**src/rtl/paddle_controller.sv**
```systemverilog
// Paddle position controller: synchronizes and debounces buttons,
// derives a frame tick from VSYNC and moves the paddle with acceleration.
module paddle_controller #(
  parameter logic [9:0]  PADDLE_LENGTH_PIXEL = 10'd60,
  parameter logic [9:0]  MIN_X_PIXEL         = 10'd8,
  parameter logic [9:0]  MAX_X_PIXEL         = 10'd732,
  parameter logic [9:0]  RESET_X_PIXEL       = 10'd370,
  parameter logic [19:0] DEBOUNCE_CYCLES     = 20'd500000,
  parameter logic [3:0]  ACCEL_FRAMES        = 4'd4,
  parameter logic [3:0]  MAX_SPEED           = 4'd6
) (
  input  logic       CLK,
  input  logic       RST_N,
  input  logic       BTN_LEFT,
  input  logic       BTN_RIGHT,
  input  logic       ENABLE,
  input  logic       VSYNC,
  output logic [9:0] PADDLE_X_PIXEL,
  output logic       FRAME_TICK,
  output logic       MOVING
);

  typedef enum logic [1:0] {
    S_IDLE,
    S_LEFT,
    S_RIGHT
  } state_t;

  logic        r_l_s1, r_l_s2, r_r_s1, r_r_s2;
  logic        r_v_s1, r_v_s2, r_v_q, r_v_d;
  logic        r_l_acc, r_r_acc;
  logic [19:0] r_l_cnt, r_r_cnt;
  logic        r_tick;
  state_t      r_state, w_next;
  logic [3:0]  r_speed, w_speed;
  logic [3:0]  r_fcnt, w_fcnt;
  logic [9:0]  r_x, w_x;
  logic        r_moving;
  logic        w_req_l, w_req_r;
  logic [10:0] w_lo, w_hi;

  always_ff @(posedge CLK or negedge RST_N) begin
    if (!RST_N) begin
      r_l_s1 <= 1'b0;
      r_l_s2 <= 1'b0;
      r_r_s1 <= 1'b0;
      r_r_s2 <= 1'b0;
      r_v_s1 <= 1'b0;
      r_v_s2 <= 1'b0;
      r_v_q  <= 1'b0;
      r_v_d  <= 1'b0;
      r_tick <= 1'b0;
    end else begin
      r_l_s1 <= BTN_LEFT;
      r_l_s2 <= r_l_s1;
      r_r_s1 <= BTN_RIGHT;
      r_r_s2 <= r_r_s1;
      r_v_s1 <= VSYNC;
      r_v_s2 <= r_v_s1;
      r_v_q  <= r_v_s2;
      r_v_d  <= r_v_q;
      r_tick <= r_v_q & ~r_v_d;
    end
  end

  // Accept a button change only after it has been stable long enough
  always_ff @(posedge CLK or negedge RST_N) begin
    if (!RST_N) begin
      r_l_acc <= 1'b0;
      r_r_acc <= 1'b0;
      r_l_cnt <= '0;
      r_r_cnt <= '0;
    end else begin
      if (r_l_s2 == r_l_acc) begin
        r_l_cnt <= '0;
      end else if (r_l_cnt == DEBOUNCE_CYCLES - 20'd1) begin
        r_l_acc <= r_l_s2;
        r_l_cnt <= '0;
      end else begin
        r_l_cnt <= r_l_cnt + 20'd1;
      end
      if (r_r_s2 == r_r_acc) begin
        r_r_cnt <= '0;
      end else if (r_r_cnt == DEBOUNCE_CYCLES - 20'd1) begin
        r_r_acc <= r_r_s2;
        r_r_cnt <= '0;
      end else begin
        r_r_cnt <= r_r_cnt + 20'd1;
      end
    end
  end

  assign w_req_l = r_l_acc & ~r_r_acc;
  assign w_req_r = r_r_acc & ~r_l_acc;

  always_comb begin
    w_next  = r_state;
    w_speed = r_speed;
    w_fcnt  = r_fcnt;
    w_x     = r_x;
    w_lo    = '0;
    w_hi    = '0;
    if (r_tick) begin
      if (!ENABLE)
        w_next = S_IDLE;
      else if (w_req_l)
        w_next = S_LEFT;
      else if (w_req_r)
        w_next = S_RIGHT;
      else
        w_next = S_IDLE;

      if (w_next == S_IDLE) begin
        w_speed = 4'd0;
        w_fcnt  = 4'd0;
      end else if (w_next != r_state) begin
        w_speed = 4'd1;
        w_fcnt  = 4'd0;
      end else if (r_fcnt == ACCEL_FRAMES - 4'd1) begin
        w_fcnt = 4'd0;
        if (r_speed < MAX_SPEED)
          w_speed = r_speed + 4'd1;
      end else begin
        w_fcnt = r_fcnt + 4'd1;
      end

      // 11-bit math so a step past zero is caught instead of wrapping
      w_lo = {1'b0, r_x} - {7'd0, w_speed};
      w_hi = {1'b0, r_x} + {7'd0, w_speed};
      if (w_next == S_LEFT)
        w_x = (w_lo[10] || w_lo < {1'b0, MIN_X_PIXEL}) ?
              MIN_X_PIXEL : w_lo[9:0];
      else if (w_next == S_RIGHT)
        w_x = (w_hi > {1'b0, MAX_X_PIXEL}) ?
              MAX_X_PIXEL : w_hi[9:0];
    end
  end

  always_ff @(posedge CLK or negedge RST_N) begin
    if (!RST_N) begin
      r_state  <= S_IDLE;
      r_speed  <= 4'd0;
      r_fcnt   <= 4'd0;
      r_x      <= RESET_X_PIXEL;
      r_moving <= 1'b0;
    end else begin
      r_state  <= w_next;
      r_speed  <= w_speed;
      r_fcnt   <= w_fcnt;
      r_x      <= w_x;
      r_moving <= (w_next != S_IDLE);
    end
  end

  assign PADDLE_X_PIXEL = r_x;
  assign FRAME_TICK     = r_tick;
  assign MOVING         = r_moving;

endmodule

```
**config.mk**
```make
export PLATFORM = sky130hd
export DESIGN_NAME = paddle_controller
export DESIGN_NICKNAME = d
export VERILOG_FILES = /design/src/rtl/paddle_controller.sv
export SDC_FILE = /design/constraint.sdc
export NUM_CORES = 1
export LEC_CHECK = 0
export CAP_MARGIN = 5
export CORE_MARGIN = 2
export CORE_UTILIZATION = 40
export CTS_BUF_LIST = sky130_fd_sc_hd__clkbuf_2 sky130_fd_sc_hd__clkbuf_4 sky130_fd_sc_hd__clkbuf_8
export DETAILED_ROUTE_END_ITERATION = 8
export HOLD_SLACK_MARGIN = 0.12
export SYNTH_ARGS = -nofsm -noshare
export SYNTH_HDL_FRONTEND = slang
export SYNTH_SLANG_ARGS = --single-unit
```
**constraint.sdc**
```tcl
create_clock -name CLK -period 6.7 [get_ports CLK]
set_input_delay 2.01 -clock CLK [delete_from_list [all_inputs] [get_ports CLK]]
set_output_delay 2.01 -clock CLK [all_outputs]
set_load 0.05 [all_outputs]
```
==> results.toml, run 1 <==
[clock_tree]
insertion_delay_ns = 0.34
cts_max_level = 3
cts.repair.resized = 0
post_cts_buffers = 0
clk_pin_slew_ns = 0.07
clockBufferDepth = 2
cts-buffers-inserted = 9
cts_root_buffer = "clkbuf_8"
ctsHoldBuffers = 0
clock_sinks = 72
cts_tree = "built"

[placed_design]
port_buffers = 17
place_ws_ns = 0.727
globalplace.congestion = 0.848
dp_hpwl_mm = 5.91

[power_and_ir_drop]
p_per_area_mw_per_mm2 = 179
ir_drop_uv = 93.9
total_leakage_power_nw = 1.90
total_power_mw = 0.832

[grt]
grt_pass1_vias = 3120
antenna_found_initial = 0
grt_overflow = 0
grt.total_usage_pct = 16.3
grt_max_degree = 73
grt_pass1_wl_mm = 14.8

[final_layout]
register_area_mm2 = 0.00181
area_growth_pct = 11.2
drive_above_1_share_pct = 9.17
nNetsFinal = 486
insertedDiodeCount = 0
multi_input_area_mm2 = 0.00223
fillers = 999

[setup_path]
cp-end-kind = "register"
crit_start = "ENABLE"
slowest_stage = "ha_1"
critPathMaxFanout = 12
worst_ep_required_time_ns = 6.91
crit_arrival_ns = 5.92
slowest_delay_ns = 0.54
r2r-start = "r_l_acc"
cp_cell_sequence = "clkdlybuf4s50_1 > nand2_1 > or2_2 > o21ai_0 > nand2_1 > or2_2 > nor2_1 > inv_1 > ha_1 > nor3_1 > nor3_1 > o22ai_1 > nor3b_2 > o21ai_2 > a221oi_1 > o21ai_1"
criticalPathCategory = "primary input to register"
cp-start-kind = "primary input"

[yosys]
async_flop_share_pct = 100
ys.flop_type = "dfrtp_1"
ys_ff_latch = 72
synthTopCellsByArea = "dfrtp_1, nor2_1, xor2_1, ha_1, xnor2_1"
yosysWarnings = 0
seq_area_frac_synth_pct = 43.2
synth.avg_cell_area_um2 = 9.25
synthDistinctLibCells = 65
synth-edff-count = 0
syn_area_mm2 = 0.00419
netlist_instances = 453
synth_fp_nets = 475
post-synth-top-area-cell = "dfrtp_1"
netlist.area_leader.share_pct = 40.0

[drt]
drtPass1Iterations = 4
drt_iter0_markers = 138
dr_total_vias = 3192
wirelength_mm = 8.36
drt-wirelength-per-cell_um = 13.8
drc = 0
antenna_left = 0
vias_per_cell = 5.28

[sta]
drv_slew = 0
fin_crit_sh_pct = 85.2
hold_ws_ns = 0.349
relSlewSlack_pct = 39.8
tightest_slew_ns = 0.903
finalSetupTns_ns = 0
fmax_mhz = 175
finalCriticalPeriod_ns = 5.71
rsz0062_at_grt = "no"
finalSetupViolCount = 0
worst_slack_ns = 0.989
finClkSkew_ns = 0.0149
hold_violations = 0

[floorplan]
die_area_mm2 = 0.0113
core-area_mm2 = 0.0102
die_w_um = 106
die_y_um = 106
start_util_pct = 40.9
fp-row-count = 37
ios = 18

[job]
maxCapViolations = 0

[hold_path]
hp-class = "register to register"
min_from = "r_l_s1"

[status]
status = "completed"
[cells in the final DEF (no fill, tap or decap), types with 6 or more instances in the layout]
| cell type | count |
|---|---|
| nand2_1 | 34 |
| mux2_2 | 7 |
| nand3_1 | 23 |
| nor3_1 | 10 |
| and2_1 | 6 |
| clkbuf_8 | 12 |
| xnor2_1 | 19 |
| ha_1 | 14 |
| nor2_1 | 70 |
| o21ai_0 | 18 |
| inv_1 | 14 |
| clkdlybuf4s50_1 | 16 |
| nor2b_1 | 6 |
| xor2_1 | 26 |
| a21oi_1 | 17 |
| dfrtp_1 | 67 |
| and3_1 | 6 |
| nand4_1 | 8 |
[routing by layer]
metal	part of all wire [%]	GRT usage (%)	up-vias
met5	0	0	-
li1	-	-	1592
met1	48	21.9	1544
met3	3.2	2.94	9
met4	1.0	5.17	0
met2	48	26.6	47
[layout make-up]
cell class                      count  area share, %
Clock buffer                       12           3.55
Clock inverter                      4           1.10
Inverter                           15           1.26
Multi-Input combinational cell    348           47.9
Sequential cell                    72           38.8
Tap cell                          136           3.65
Timing Repair Buffer               18           3.71
[final timing paths]
kind | to | slack [ns] | depth (start not counted)
max | PADDLE_X_PIXEL[7] | 0.99 | 16
min | r_l_s2 | 0.35 | 0
max reg2reg | PADDLE_X_PIXEL[7] | 2.72 | 15
min reg2reg | r_l_s2 | 0.35 | 0
max in group asynchronous | PADDLE_X_PIXEL[9] | 4.23 | 2
min in group asynchronous | r_r_cnt[12] | 1.87 | 2
[worst max-delay path, delay by kind of cell]
kind | cells | cell delay, ns
fa+ha+maj | 1 | 0.54
buf+inv | 2 | 0.59
compound gates | 5 | 0.89
simple gates | 8 | 1.90
[registers in the layout, summed over array words and instances, names as in the netlist, 2 cells and up]
| name | flops |
|---|---|
| r_l_cnt | 20 |
| r_state | 2 |
| r_fcnt | 4 |
| r_speed | 4 |
| PADDLE_X_PIXEL | 10 |
| r_r_cnt | 20 |
[cells in the mapped netlist, types with 3 or more instances]
| cell type | number |
|---|---|
| o21ai_0 | 18 |
| o22ai_1 | 4 |
| and4_1 | 3 |
| a21oi_1 | 17 |
| or2_2 | 5 |
| nand3_1 | 23 |
| nand2b_1 | 3 |
| o21ai_1 | 3 |
| and3_1 | 6 |
| nor4_1 | 3 |
| xnor2_1 | 19 |
| nand3b_1 | 5 |
| buf_2 | 6 |
| nand2_1 | 34 |
| ha_1 | 14 |
| nand4_1 | 8 |
| or3_1 | 5 |
| nor2b_1 | 6 |
| mux2_2 | 7 |
| xor2_1 | 26 |
| a21boi_0 | 3 |
| clkbuf_1 | 8 |
| nor3_1 | 10 |
| nor3b_1 | 4 |
| inv_1 | 14 |
| dfrtp_1 | 67 |
| nor2_1 | 70 |
| dfstp_2 | 5 |
| mux2i_1 | 4 |
| and2_1 | 6 |
| nor4b_1 | 3 |
[through the flow]
| step | util (%) | cells | instance area (um2) |
|---|---|---|---|
| 2_1_floorplan | - | 453 | 4190 |
| 3_3_place_gp | 43.4 | 589 | 4440 |
| 3_5_place_dp | 43.4 | 589 | 4440 |
| 4_1_cts | 45.5 | 605 | 4660 |
| 5_1_grt | 45.5 | 605 | 4660 |
| 6_report | 45.5 | 605 | 4660 |
[cells by family (layout without fill, tap and decap cells)]
kind of cell | count (synthesis) | count (layout) | share of synthesized area [%]
muxes | 11 | 11 | 2.84
xor gates and xnor gates | 45 | 45 | 9.41
adders and majority gates | 16 | 16 | 5.14
DFF | 72 | 72 | 43.2
and+or+nand+nor | 204 | 204 | 24.4
AOI/OAI and AO/OA | 72 | 72 | 11.5
buffers and inverters | 33 | 49 | 3.55
[where the power goes]
part	internal, mW	total, mW	switching (mW)	leakage [nW]
clock network	0.203	0.364	0.161	0.109
logic	0.00750	0.0236	0.0161	0.830
registers	0.440	0.445	0.00507	0.963
No activity file was read; power rests on OpenSTA's default activity.
==> inputs of run 2 (changes only) <==
- PLACE_DENSITY: not set -> 0.68
==> run 2 against run 1 <==
- core utilization up 0.16 points
- clock skew decreased by 0.0075 ns
- critical path depth is 1 lower
- worst setup slack got worse by 0.0049 ns
- worst hold slack got worse by 0.0024 ns
- first-iteration DRC count shrank 6.5%
- total power up 5.2%
- register-to-register slack got worse by 0.02 ns
- fmax barely moved
- routed wire length up 1.2%
- clock power up 12%
- critical path type unchanged
- largest power group unchanged
- highest routed layer unchanged
==> results.toml, run 2 (same netlist as run 1, synthesis figures left out) <==
[clock_tree]
cts.repair.resized = 0
insertion_delay_ns = 0.34
clockBufferDepth = 2
cts-buffers-inserted = 9
cts_max_level = 3
cts_root_buffer = "clkbuf_8"
post_cts_buffers = 0
clock_sinks = 72
clk_pin_slew_ns = 0.08
cts_tree = "built"
ctsHoldBuffers = 0

[power_and_ir_drop]
combinationalPowerShare_pct = 2.7
internal_power_mw = 0.692
p_switching_mw = 0.184
ir_drop_uv = 107
swShare_pct = 21.0
clkPwrFrac_pct = 46.5
seqPwrFrac_pct = 50.8
p_per_area_mw_per_mm2 = 187
total_leakage_power_nw = 1.91

[grt]
grt_overflow = 0
grt_max_degree = 52
grt_pass1_vias = 3132
grt_pass1_wl_mm = 14.4
grt.total_usage_pct = 15.6
antenna_found_initial = 0

[floorplan]
core-area_mm2 = 0.0102
die_w_um = 106
ios = 18
die_area_mm2 = 0.0113
die_y_um = 106
start_util_pct = 40.9
fp-row-count = 37

[drt]
drtPass1Iterations = 5
drc = 0
drt-wirelength-per-cell_um = 14.0
dr_total_vias = 3199
antenna_left = 0
vias_per_cell = 5.30
wirelength_mm = 8.45
drt_iter0_markers = 129

[setup_path]
cp-end-kind = "register"
cp-start-kind = "primary input"
criticalPathCategory = "primary input to register"
worst_ep_required_time_ns = 6.91
critPathMaxFanout = 12
crit_arrival_ns = 5.93

[status]
status = "completed"

[final_layout]
layout_commonest_cell = "nor2_1"
final_cell_mix = "nor2_1, dfrtp_1, nand2_1, xor2_1, nand3_1"
insertedDiodeCount = 0
nNetsFinal = 486
area_growth_pct = 11.6
fin_cells = 604
drive_above_1_share_pct = 8.97

[sta]
finalCriticalPeriod_ns = 5.72
tightest_slew_ns = 0.659
drv_slew = 0
rsz0062_at_grt = "no"
fmax_mhz = 175
relSlewSlack_pct = 56.1
fin_crit_sh_pct = 85.3
hold_ws_ns = 0.347
finClkSkew_ns = 0.00741
hold_violations = 0
finalSetupViolCount = 0
finalSetupTns_ns = 0

[placed_design]
port_buffers = 17
globalplace.congestion = 0.885
dp_hpwl_mm = 5.91
dpl.cell_count = 589

[job]
maxCapViolations = 0

[hold_path]
hp-class = "register to register"
==> run 2: changes by cell type in the layout (fill, tap and decap cells not counted), sizes merged <==
cell	change
clkinvlp	-1
bufinv	+2
clkinv	+1
clkbuf	-3
==> run 2: metrics by stage <==
stage / util [%] / instance area, um2 / setup WS (ns) / power [mW]
floorplan: - / 4190 / 1.71 / 0.464
global placement: 43.4 / 4440 / 0.870 / 0.478
detailed placement: 43.4 / 4440 / 0.694 / 0.478
CTS: 45.7 / 4670 / 1.04 / 0.890
global route: 45.7 / 4670 / 0.756 / 0.909
finish: 45.7 / 4670 / 0.984 / 0.876
==> run 2: cell type report <==
class	instances	area [um2]
Fill cell	937	5560
Multi-Input combinational cell	348	2230
Sequential cell	72	1810
Timing Repair Buffer	18	173
Tap cell	136	170
Clock buffer	9	124
Clock inverter	6	109
Inverter	15	58.8
==> run 2: final timing paths <==
check | startpoint | cells after the start | end | slack, ns
setup / recovery | ENABLE | 15 | PADDLE_X_PIXEL[7] | 0.98
hold / removal | r_v_s2 | 0 | r_v_q | 0.35
setup reg to reg | r_l_acc | 14 | PADDLE_X_PIXEL[7] | 2.70
hold reg to reg | r_v_s2 | 0 | r_v_q | 0.35
max in group asynchronous | RST_N | 2 | r_l_cnt[0] | 4.04
min in group asynchronous | RST_N | 1 | r_l_cnt[14] | 1.64
==> run 2: power by group through the flow <==
| stage | sequential, mW | clock (mW) | combinational (mW) |
|---|---|---|---|
| after floorplan | 0.453 | 0 | 0.0109 |
| after global routing | 0.446 | 0.436 | 0.0273 |
| after CTS | 0.445 | 0.420 | 0.0248 |
| after global placement | 0.453 | 0 | 0.0241 |
| after detailed placement | 0.454 | 0 | 0.0247 |
| final | 0.445 | 0.407 | 0.0237 |
==> run 2: critical path, stage by stage <==
cell and delay, ns:
clkdlybuf4s50_1 0.51, nand2_1 0.06, or2_2 0.30, ha_1 0.24
or2_2 0.35, nor2_1 0.19, inv_1 0.06, ha_1 0.55
nor3_1 0.13, nor3_1 0.48, o22ai_1 0.21, nor3b_2 0.29
o21ai_2 0.13, a221oi_1 0.33, o21ai_1 0.09
==> run 2: routing by layer <==
layer	global-route usage [%]	part of all wire [%]
met5	0	0
met3	2.27	3.3
met2	25.4	47
met1	20.8	47
met4	6.58	2.1
